<file path="src/rtl/sram_ctrl_pkg.sv">
// Shared types and constants for the SRAM bus-cycle controller.
// Optional feature macro used by the design: SRAM_ONEHOT_CHECK_EN.
package sram_ctrl_pkg;

  localparam int NUM_BLOCKS          = 4;
  localparam int DEFAULT_WAIT_STATES = 2;

  typedef enum logic [1:0] {
    ST_IDLE   = 2'd0,
    ST_SETUP  = 2'd1,
    ST_ACCESS = 2'd2,
    ST_ACK    = 2'd3
  } state_e;

  function automatic logic is_onehot(input logic [NUM_BLOCKS-1:0] v);
    return (v != '0) && ((v & (v - NUM_BLOCKS'(1))) == '0);
  endfunction

endpackage

</file>
<file path="src/rtl/sram_bus_cycle_controller_if.sv">
// 68000-side strobes and SRAM pin bundle, plus the controller state for observation.
// BusErr_L exists only when SRAM_ONEHOT_CHECK_EN is defined.
interface sram_bus_cycle_controller_if;

  logic                                 AS_L;
  logic                                 RW;
  logic                                 UDS_L;
  logic                                 LDS_L;
  logic                                 SRamSelect_H;
  logic [sram_ctrl_pkg::NUM_BLOCKS-1:0] Block_H;

  logic [sram_ctrl_pkg::NUM_BLOCKS-1:0] SRam_CE_L;
  logic                                 SRam_OE_L;
  logic                                 SRam_WE_L;
  logic                                 SRam_UB_L;
  logic                                 SRam_LB_L;
  logic                                 Dtack_L;
  logic                                 Busy_H;
`ifdef SRAM_ONEHOT_CHECK_EN
  logic                                 BusErr_L;
`endif
  sram_ctrl_pkg::state_e                State;

  // Handshake: a cycle is requested while AS_L is low with SRamSelect_H high and a
  // non-zero Block_H; Dtack_L low acknowledges it, and the cycle ends only once AS_L
  // is seen high, so one AS_L assertion never produces more than one acknowledge.
  modport master (
    output AS_L, RW, UDS_L, LDS_L, SRamSelect_H, Block_H,
    input  SRam_CE_L, SRam_OE_L, SRam_WE_L, SRam_UB_L, SRam_LB_L, Dtack_L, Busy_H,
`ifdef SRAM_ONEHOT_CHECK_EN
    input  BusErr_L,
`endif
    input  State
  );

  modport slave (
    input  AS_L, RW, UDS_L, LDS_L, SRamSelect_H, Block_H,
    output SRam_CE_L, SRam_OE_L, SRam_WE_L, SRam_UB_L, SRam_LB_L, Dtack_L, Busy_H,
`ifdef SRAM_ONEHOT_CHECK_EN
    output BusErr_L,
`endif
    output State
  );

endinterface

</file>
<file path="src/rtl/sram_wait_counter.sv">
// Loadable down-counter with a zero flag; paces the ACCESS phase.
module sram_wait_counter #(
  parameter int CNT_W = 4
) (
  input  logic             Clk,
  input  logic             Reset_H,
  input  logic             i_load,
  input  logic [CNT_W-1:0] i_load_val,
  input  logic             i_dec,
  output logic             o_zero
);

  logic [CNT_W-1:0] r_count;

  always_ff @(posedge Clk or posedge Reset_H) begin
    if (Reset_H) begin
      r_count <= '0;
    end else if (i_load) begin
      r_count <= i_load_val;
    end else if (i_dec && (r_count != '0)) begin
      r_count <= r_count - CNT_W'(1);
    end
  end

  assign o_zero = (r_count == '0);

endmodule

</file>
<file path="src/rtl/sram_bus_cycle_controller.sv">
// One 68000 asynchronous bus cycle against four SRAM blocks with programmable waits.
// Optional SRAM_ONEHOT_CHECK_EN: non-one-hot block selects raise BusErr_L instead of a cycle.
module sram_bus_cycle_controller
  import sram_ctrl_pkg::*;
#(
  parameter int WAIT_STATES = DEFAULT_WAIT_STATES,
  parameter int CNT_W       = 4
) (
  input  logic                         Clk,
  input  logic                         Reset_H,
  sram_bus_cycle_controller_if.slave   bus
);

  if (WAIT_STATES < 0 || WAIT_STATES >= (1 << CNT_W)) begin : g_bad_wait
    $error("WAIT_STATES does not fit in CNT_W bits");
  end

  state_e                r_state, w_next;
  logic [NUM_BLOCKS-1:0] r_blk;
  logic                  r_rw, r_uds, r_lds;
  logic                  w_start, w_abort, w_cnt_load, w_cnt_dec, w_cnt_zero, w_err_start;
  logic                  r_err;

  logic [NUM_BLOCKS-1:0] r_ce, w_ce;
  logic                  r_oe, r_we, r_ub, r_lb, r_dtack, r_busy, r_berr;
  logic                  w_oe, w_we, w_ub, w_lb, w_dtack, w_busy, w_berr;

  assign w_start = !bus.AS_L && bus.SRamSelect_H && (bus.Block_H != '0);

  sram_wait_counter #(.CNT_W(CNT_W)) u_wait (
    .Clk        (Clk),
    .Reset_H    (Reset_H),
    .i_load     (w_cnt_load),
    .i_load_val (CNT_W'(WAIT_STATES)),
    .i_dec      (w_cnt_dec),
    .o_zero     (w_cnt_zero)
  );

  always_ff @(posedge Clk or posedge Reset_H) begin
    if (Reset_H) r_state <= ST_IDLE;
    else         r_state <= w_next;
  end

  always_comb begin
    w_next      = r_state;
    w_cnt_load  = 1'b0;
    w_cnt_dec   = 1'b0;
    w_abort     = 1'b0;
    w_err_start = 1'b0;
    case (r_state)
      ST_IDLE: begin
        if (w_start) begin
`ifdef SRAM_ONEHOT_CHECK_EN
          if (!is_onehot(bus.Block_H)) begin
            w_err_start = 1'b1;
            w_next      = ST_ACK;
          end else begin
            w_next = ST_SETUP;
          end
`else
          w_next = ST_SETUP;
`endif
        end
      end
      ST_SETUP: begin
        if (bus.AS_L) begin
          w_abort = 1'b1;
          w_next  = ST_IDLE;
        end else begin
          w_cnt_load = 1'b1;
          w_next     = ST_ACCESS;
        end
      end
      ST_ACCESS: begin
        if (bus.AS_L) begin
          w_abort = 1'b1;
          w_next  = ST_IDLE;
        end else if (w_cnt_zero) begin
          w_next = ST_ACK;
        end else begin
          w_cnt_dec = 1'b1;
        end
      end
      ST_ACK: begin
        if (bus.AS_L) w_next = ST_IDLE;
      end
      default: w_next = ST_IDLE;
    endcase
  end

  // Request attributes are frozen at the IDLE exit; later bus changes are ignored.
  always_ff @(posedge Clk or posedge Reset_H) begin
    if (Reset_H) begin
      r_blk <= '0;
      r_rw  <= 1'b1;
      r_uds <= 1'b1;
      r_lds <= 1'b1;
      r_err <= 1'b0;
    end else if ((r_state == ST_IDLE) && w_start) begin
      r_blk <= bus.Block_H;
      r_rw  <= bus.RW;
      r_uds <= bus.UDS_L;
      r_lds <= bus.LDS_L;
      r_err <= w_err_start;
    end
  end

  // Pin values follow the current state one edge later; an abort clears them at once.
  always_comb begin
    w_ce    = '1;
    w_oe    = 1'b1;
    w_we    = 1'b1;
    w_ub    = 1'b1;
    w_lb    = 1'b1;
    w_dtack = 1'b1;
    w_berr  = 1'b1;
    w_busy  = (r_state != ST_IDLE) && !w_abort;
    if ((r_state != ST_IDLE) && !w_abort) begin
      w_ce = ~r_blk;
      w_oe = r_rw ? 1'b0 : 1'b1;
      w_ub = r_uds;
      w_lb = r_lds;
      if (r_state == ST_ACCESS) w_we = r_rw;
      if (r_state == ST_ACK)    w_dtack = 1'b0;
      if ((r_state == ST_ACK) && r_err) begin
        w_ce    = '1;
        w_oe    = 1'b1;
        w_ub    = 1'b1;
        w_lb    = 1'b1;
        w_dtack = 1'b1;
        w_berr  = 1'b0;
      end
    end
  end

  always_ff @(posedge Clk or posedge Reset_H) begin
    if (Reset_H) begin
      r_ce    <= '1;
      r_oe    <= 1'b1;
      r_we    <= 1'b1;
      r_ub    <= 1'b1;
      r_lb    <= 1'b1;
      r_dtack <= 1'b1;
      r_busy  <= 1'b0;
      r_berr  <= 1'b1;
    end else begin
      r_ce    <= w_ce;
      r_oe    <= w_oe;
      r_we    <= w_we;
      r_ub    <= w_ub;
      r_lb    <= w_lb;
      r_dtack <= w_dtack;
      r_busy  <= w_busy;
      r_berr  <= w_berr;
    end
  end

  assign bus.SRam_CE_L = r_ce;
  assign bus.SRam_OE_L = r_oe;
  assign bus.SRam_WE_L = r_we;
  assign bus.SRam_UB_L = r_ub;
  assign bus.SRam_LB_L = r_lb;
  assign bus.Dtack_L   = r_dtack;
  assign bus.Busy_H    = r_busy;
  assign bus.State     = r_state;
`ifdef SRAM_ONEHOT_CHECK_EN
  assign bus.BusErr_L  = r_berr;
`else
  logic w_unused_berr;
  assign w_unused_berr = r_berr ^ r_err;
`endif

endmodule

</file>
<file path="src/flat_wrapper.sv">
// flat-port wrapper written by rule: the top's interface ports become plain ports
module sram_bus_cycle_controller_flat import sram_ctrl_pkg::*;
#(
  parameter int WAIT_STATES = DEFAULT_WAIT_STATES,
  parameter int CNT_W       = 4
)
  (Clk, Reset_H, bus_AS_L, bus_RW, bus_UDS_L, bus_LDS_L, bus_SRamSelect_H, bus_Block_H, bus_SRam_CE_L, bus_SRam_OE_L, bus_SRam_WE_L, bus_SRam_UB_L, bus_SRam_LB_L, bus_Dtack_L, bus_Busy_H, bus_State);
  sram_bus_cycle_controller_if bus_i ();
  input  logic Clk;
  input  logic Reset_H;
  input wire logic [$bits(bus_i.AS_L)-1:0] bus_AS_L;
  input wire logic [$bits(bus_i.RW)-1:0] bus_RW;
  input wire logic [$bits(bus_i.UDS_L)-1:0] bus_UDS_L;
  input wire logic [$bits(bus_i.LDS_L)-1:0] bus_LDS_L;
  input wire logic [$bits(bus_i.SRamSelect_H)-1:0] bus_SRamSelect_H;
  input wire logic [$bits(bus_i.Block_H)-1:0] bus_Block_H;
  output wire logic [$bits(bus_i.SRam_CE_L)-1:0] bus_SRam_CE_L;
  output wire logic [$bits(bus_i.SRam_OE_L)-1:0] bus_SRam_OE_L;
  output wire logic [$bits(bus_i.SRam_WE_L)-1:0] bus_SRam_WE_L;
  output wire logic [$bits(bus_i.SRam_UB_L)-1:0] bus_SRam_UB_L;
  output wire logic [$bits(bus_i.SRam_LB_L)-1:0] bus_SRam_LB_L;
  output wire logic [$bits(bus_i.Dtack_L)-1:0] bus_Dtack_L;
  output wire logic [$bits(bus_i.Busy_H)-1:0] bus_Busy_H;
  output wire logic [$bits(bus_i.State)-1:0] bus_State;
  assign bus_i.AS_L = bus_AS_L;
  assign bus_i.RW = bus_RW;
  assign bus_i.UDS_L = bus_UDS_L;
  assign bus_i.LDS_L = bus_LDS_L;
  assign bus_i.SRamSelect_H = bus_SRamSelect_H;
  assign bus_i.Block_H = bus_Block_H;
  assign bus_SRam_CE_L = bus_i.SRam_CE_L;
  assign bus_SRam_OE_L = bus_i.SRam_OE_L;
  assign bus_SRam_WE_L = bus_i.SRam_WE_L;
  assign bus_SRam_UB_L = bus_i.SRam_UB_L;
  assign bus_SRam_LB_L = bus_i.SRam_LB_L;
  assign bus_Dtack_L = bus_i.Dtack_L;
  assign bus_Busy_H = bus_i.Busy_H;
  assign bus_State = bus_i.State;
  sram_bus_cycle_controller #(.WAIT_STATES(WAIT_STATES), .CNT_W(CNT_W)) u_core (.Clk(Clk), .Reset_H(Reset_H), .bus(bus_i));
endmodule
</file>
<file path="config.mk">
export PLATFORM = sky130hd
export DESIGN_NAME = sram_bus_cycle_controller_flat
export DESIGN_NICKNAME = d
export VERILOG_FILES = /design/src/rtl/sram_ctrl_pkg.sv /design/src/rtl/sram_bus_cycle_controller_if.sv /design/src/rtl/sram_wait_counter.sv /design/src/rtl/sram_bus_cycle_controller.sv /design/src/flat_wrapper.sv
export SDC_FILE = /design/constraint.sdc
export NUM_CORES = 1
export LEC_CHECK = 0
export CELL_PAD_IN_SITES_DETAIL_PLACEMENT = 0
export CELL_PAD_IN_SITES_GLOBAL_PLACEMENT = 1
export CORE_MARGIN = 2
export CORE_UTILIZATION = 28
export CTS_CLUSTER_DIAMETER = 100
export CTS_CLUSTER_SIZE = 20
export DETAILED_ROUTE_END_ITERATION = 10
export PLACE_DENSITY_LB_ADDON = 0.1
export SLEW_MARGIN = 20
export SYNTH_ARGS = -nofsm -noshare
export SYNTH_HDL_FRONTEND = slang
export SYNTH_SLANG_ARGS = --single-unit
</file>
<file path="constraint.sdc">
create_clock -name Clk -period 1.55 [get_ports Clk]
set_clock_uncertainty 0.1 [all_clocks]
set_input_delay 0.31 -clock Clk [delete_from_list [all_inputs] [get_ports Clk]]
set_output_delay 0.31 -clock Clk [all_outputs]
set_load 0.05 [all_outputs]
</file>
**Word-level counts from Yosys, hierarchy flattened**

Index checks and enable logic that the tools add are counted.

- Bits in registers: 23
- Input port bits: 11
- Output and inout bits: 12
- Word-level logic and storage cells: 60

- $add $sub $neg: 1
- Eq/ne operators: 6
- Mux-type cells: 24
- Bitwise gates (word level): 1
- Reduce and logical (&&, ||, !) cells: 15

Operator list:

| kind | count |
|---|---|
| $mux W1 | 15 |
| $mux W4 | 3 |
| $mux W2 | 5 |
| $pmux W2 S4 | 1 |
| $reduce_bool A4 Y1 | 2 |
| $logic_and A1 B1 Y1 | 5 |
| $eq A2 B2 Y1 const B | 2 |
| $logic_not A4 Y1 | 1 |
| $not A4 Y4 | 1 |
| $reduce_bool A2 Y1 | 2 |
| $sub A4 B1 Y4 const B | 1 |
| $ne A3 B3 Y1 const B | 1 |
| $reduce_and A3 Y1 | 1 |
| $eq A2 B1 Y1 const B | 1 |
| $logic_not A1 Y1 | 2 |
| $logic_not A2 Y1 | 1 |
| $ne A2 B1 Y1 const B | 1 |
| $ne A2 B2 Y1 const B | 1 |
| $reduce_or A2 Y1 | 1 |

**Longest topological paths before layout**

- Depth after elaboration: 7
- Depth in mapped cells: 6
- Gate-level depth less buffers: 6

**Modules after synthesis**

A second synthesis with hierarchy kept.

- Cell total of the unflattened synthesis: 89
- Area total of the unflattened synthesis: 1,072.3 µm²

Modules (own cells, without submodules):

| module | times used | cells each | area each (µm²) | sequential area each (µm²) |
|---|---|---|---|---|
| sram_bus_cycle_controller | 1 | 61 | 810.8 | 490.5 |
| sram_wait_counter | 1 | 28 | 261.5 | 100.1 |

**Worst setup path before layout**

Ideal clock, no wire load.

- Kind: reg2reg
- Start point: reg u_core.r_state[0], in the netlist u_core.bus.State[0]
- End point: reg u_core.u_wait.r_count[1]
- Setup time: 0.124 ns
- Arrival: 1.677 ns
- Required time: 1.326 ns
- Slack: -0.352 ns
- Cell stages (with the launch flop): 7
- Buffers on the path: 0
- Clock period less this slack: 1.902 ns
- Path through: dfrtp_1 -> inv_1 -> ha_1 -> nor2b_1 -> nand2_1 -> nor2_1 -> a211o_2

- Cells in the longest elaborated chain, start to end: 4
- Elaborated cells on any way between the ends: 7
- Those cells by class: eq/ne (2); mux (3); reduce/logical (2)

Ends and longest elaborated chain:

| item | RTL line | RTL |
|---|---|---|
| start, declared | sram_bus_cycle_controller.sv:18 | `state_e r_state, w_next;` |
| start signal, assigned | sram_bus_cycle_controller.sv:41 | `else r_state <= w_next;` |
| $eq A2 B2 Y1 | sram_bus_cycle_controller.sv:50 | `case (r_state)` |
| $mux W1 | sram_bus_cycle_controller.sv:50 |  |
| $logic_and A1 B1 Y1 | sram_wait_counter.sv:20 | `end else if (i_dec && (r_count != '0)) begin` |
| $reduce_bool A2 Y1 (no source line) | - |  |
| end signal, assigned | sram_wait_counter.sv:19 | `r_count <= i_load_val;` |
| end signal, assigned | sram_wait_counter.sv:21 | `r_count <= r_count - CNT_W'(1);` |
| end, declared | sram_wait_counter.sv:13 | `logic [CNT_W-1:0] r_count;` |

Parallel ways exist; a longest one is shown, timed or not.
A chain may end at the register's enable or synchronous reset.

**Final worst setup path**

- Start point: reg u_core.u_wait.r_count[1]
- End point: reg u_core.r_state[1], in the netlist u_core.bus.State[1]

- Cells in the longest elaborated chain, start to end: 3

Ends and longest elaborated chain:

| item | RTL line | RTL |
|---|---|---|
| $logic_not A4 Y1 | sram_wait_counter.sv:25 | `assign o_zero = (r_count == '0);` |
| $ne A3 B3 Y1 (no source line) | - |  |
| $reduce_and A3 Y1 (no source line) | - |  |

Every way passes these cells.

==> impl_metrics.csv <==
group,metric,value,unit
timing,hold_viol,0,
clock_tree,cts_root_buffer,"clkbuf_4",
pwr,leakagePower,0.7600,nW
synthesis,synth_area_per_cell,12.82,µm²
place,globalplace.congestion,0.6799,
outcome,outcome,"finished with violations",
drt,via_count,727,
synthesis,yosys.area.top_type,"dfstp_2",
die,fp.dieH,63.75,µm
timing,postLayoutSetupSlackWorst,-115.1,ps
worst_setup_path,regToRegStartpoint,"u_core.u_wait.r_count[1]$_DFFE_PP0P_",
drt,avgViaCountPerCell,4.302,
synthesis,yosys-top-cells-area,"dfstp_2 32%, dfrtp_1 28%, ha_1 8.8%",
drt,first_pass_iters,4,
timing,layout_min_cycle_time,1665,ps
grt,overflow,0,
die,core-area,3390,µm²
place,dp_slack,-454.7,ps
timing,hold_slack,221.4,ps
clock_tree,holdBufCountCts,0,
die,start_util,29.49,%
grt,grt_pass1_vias,748,
final_layout,nets,142,
grt,grt_use_total,11.52,%
place,portBuffers,22,
drt,drt_iter0_markers,22,
synthesis,ys_seq_area_share,59.07,%
timing,period_share,107.4,%
worst_setup_path,worstSetupPathType,"reg2reg",
timing,worst_slew_pin_slew,302.3,ps
place,dp_cells,159,
place,placed_cell_area,1514,µm²
outcome,violations,"negative setup slack",
die,ios,23,
final_layout,final_layout_size_suffix_gt1_share,60.16,%
worst_setup_path,crit-reg2reg-capture,"u_core.bus.State[1]$_DFFE_PP0P_",
place,dp_hpwl,1551,µm
timing,max-slew-margin-rel,79.81,%
worst_setup_path,r2r_cells,6,
clock_tree,cts_max_path_buffers,2,
final_layout,layout.cells.non_filler,169,
worst_setup_path,cp-startpoint,"u_core.u_wait.r_count[1]$_DFFE_PP0P_",
worst_setup_path,required,1650,ps
die,dieArea,4064,µm²
worst_setup_path,cp_max_fo,4,
drt,final_antenna_net_count,0,
timing,report.final.slew_viol_count,0,
synthesis,ys_ff_latch,23,
die,die_w,63.75,µm
timing,max_clock_freq,0.6006,GHz
clock_tree,clk_latency,310,ps
worst_setup_path,cp_cell_sequence,"inv_2, ha_4, or3b_4, a21oi_4, o22ai_4, mux2i_1",
synthesis,yosys_warnings,0,
worst_setup_path,cpMaxStageDelayCell,"or3b_4",
worst_setup_path,cp_slowest_stage_delay,420,ps
die,rows,21,
clock_tree,cts_made_buffers,3,
drt,drc_errors,0,
final_layout,stdcell_area,1668,µm²
worst_setup_path,cp_top_family,"simple AND/OR/NAND/NOR gates",
timing,setup_viol,6,
clock_tree,cts.sinks,23,
synthesis,syn_inst,78,
worst_setup_path,crit_arrival,1760,ps
worst_setup_path,cp-endpoint,"u_core.bus.State[1]$_DFFE_PP0P_",
drt,post_drt_wl_per_cell,12.42,µm
worst_setup_path,startpoint_type,"flip-flop",
grt,antenna_found_initial,0,
grt,grt_max_degree,24,
synthesis,synth_top_area_share,31.54,%
hold_path,hold_path.class,"in2async",
synthesis,syn_area,999.7,µm²
worst_setup_path,crit_path_end_kind,"flip-flop",
timing,rsz0062_at_grt,"yes",
grt,grt_pass1_wl,3539,µm
pwr,peakVddDrop,0.0007143,V
clock_tree,clkTransAtPathRegs,130,ps
clock_tree,h-tree-depth,1,
final_layout,fillers,298,
run,max_cap_violations,0,
worst_setup_path,critPathBufInv,1,
drt,wl,2099,µm
final_layout,num_antenna_cells,0,
synthesis,synth_nets,96,
clock_tree,cts_tree,"built",
pwr,cellPowerDensity,2012,nW/µm²
pwr,power,3.356,mW
worst_setup_path,crit_cells,6,
synthesis,synthDistinctLibCells,24,
worst_setup_path,r2r_setup_slack,-120,ps
final_layout,syn2layout_area_growth,66.83,%
[registers in the layout, indices dropped and copies added (netlist names)]
| register | flops |
|---|---|
| u_core.bus.Busy_H | 1 |
| u_core.bus.Dtack_L | 1 |
| u_core.bus.SRam_CE_L | 4 |
| u_core.bus.SRam_LB_L | 1 |
| u_core.bus.SRam_OE_L | 1 |
| u_core.bus.SRam_UB_L | 1 |
| u_core.bus.SRam_WE_L | 1 |
| u_core.bus.State | 2 |
| u_core.r_blk | 4 |
| u_core.r_lds | 1 |
| u_core.r_rw | 1 |
| u_core.r_uds | 1 |
| u_core.u_wait.r_count | 4 |
[logic make-up after synthesis]
| logic type | share of synthesized area, % |
|---|---|
| xor+xnor | 2.629 |
| buf+inv | 2.629 |
| compound gates | 4.129 |
| simple gates | 12.89 |
| flops | 59.07 |
| fa+ha+maj | 8.761 |
| mux | 9.888 |
[cell usage in the layout (no fill, tap or decap), drive strengths merged, types with 2 or more instances in the layout]
cell	instances
nand2b	2
clkbuf	3
a21oi	2
ha	7
dfstp	12
mux2	7
dlymetal6s2s	2
nor2	6
inv	7
dfrtp	11
xor2	2
nand3	2
mux2i	2
buf	31
dlygate4sd2	2
nor2b	2
nand2	7
clkdlybuf4s50	6
[power by group]
| group | total [mW] | leakage (nW) | internal, mW | switching (mW) |
|---|---|---|---|---|
| clock network | 0.278 | 0.0177 | 0.0964 | 0.182 |
| logic | 1.99 | 0.483 | 1.03 | 0.959 |
| registers | 1.09 | 0.259 | 0.923 | 0.168 |
| total | 3.36 | 0.760 | 2.05 | 1.31 |
[per-stage QoR]
step	TNS, ps	utilization, %
after CTS	-338.3	46.92
after floorplan	-187.2	-
after global routing	-875.5	49.21
after global placement	-4574	44.67
final	-425.7	49.21
after detailed placement	-4749	44.67
[layout make-up]
| cell class | instances | area, µm² | area share [%] |
|---|---|---|---|
| clock buffer | 3 | 22.52 | 1.350 |
| clock inverter | 1 | 5.005 | 0.3001 |
| inverter | 7 | 28.78 | 1.725 |
| multi-input combinational | 48 | 471.7 | 28.28 |
| sequential | 23 | 593.1 | 35.56 |
| tap | 46 | 57.56 | 3.451 |
| timing repair buffer | 41 | 489.2 | 29.33 |
[cell usage after synthesis]
master,number
inv_1,7
dfrtp_1,11
o22ai_2,1
ha_1,7
nand3b_1,1
dfstp_2,12
nor3b_2,1
o21ai_0,1
nor2_1,6
nand3_1,2
nor2b_1,2
nor3_1,1
a211o_2,1
nand2_2,1
xor2_1,2
xnor2_1,1
a21oi_2,1
nand2b_1,2
mux2_2,7
nand2_1,6
nor4_1,1
a21oi_1,1
mux2i_1,2
or3b_4,1
[routing by layer]
metal  share of wire [%]  GRT usage (%)  wire [µm]  vias up
li1                    -              -          -      347
met1                  43          14.51        893      362
met2                  52          18.95       1091       14
met3                 3.8          2.641         80        4
met4                 1.6          4.891         34        0
met5                   0              0          0        -
[worst min path at each step]
stage / slack, ps / cells after the start / to
after floorplan: 200 / 1 / u_core.bus.Busy_H$_DFF_PP0_
after detailed placement: 280 / 1 / u_core.bus.SRam_CE_L[2]$_DFF_PP1_
final: 220 / 3 / u_core.r_blk[1]$_DFFE_PP0P_
after global routing: 230 / 2 / u_core.r_blk[3]$_DFFE_PP0P_
after global placement: 270 / 1 / u_core.bus.SRam_CE_L[0]$_DFF_PP1_
after CTS: 240 / 3 / u_core.r_blk[2]$_DFFE_PP0P_
[repair_timing]
action / CTS / global route
setup endpoints to repair: 11 / 11
buffers inserted: 3 / 3
resized for setup: 10 / 10
pin swaps: 9 / 5
[worst min-delay path, cell delays in order]
cell and delay (ps):
clkdlybuf4s50_1 400, inv_1 50, buf_4 280
(Power assumes the default switching activity.)
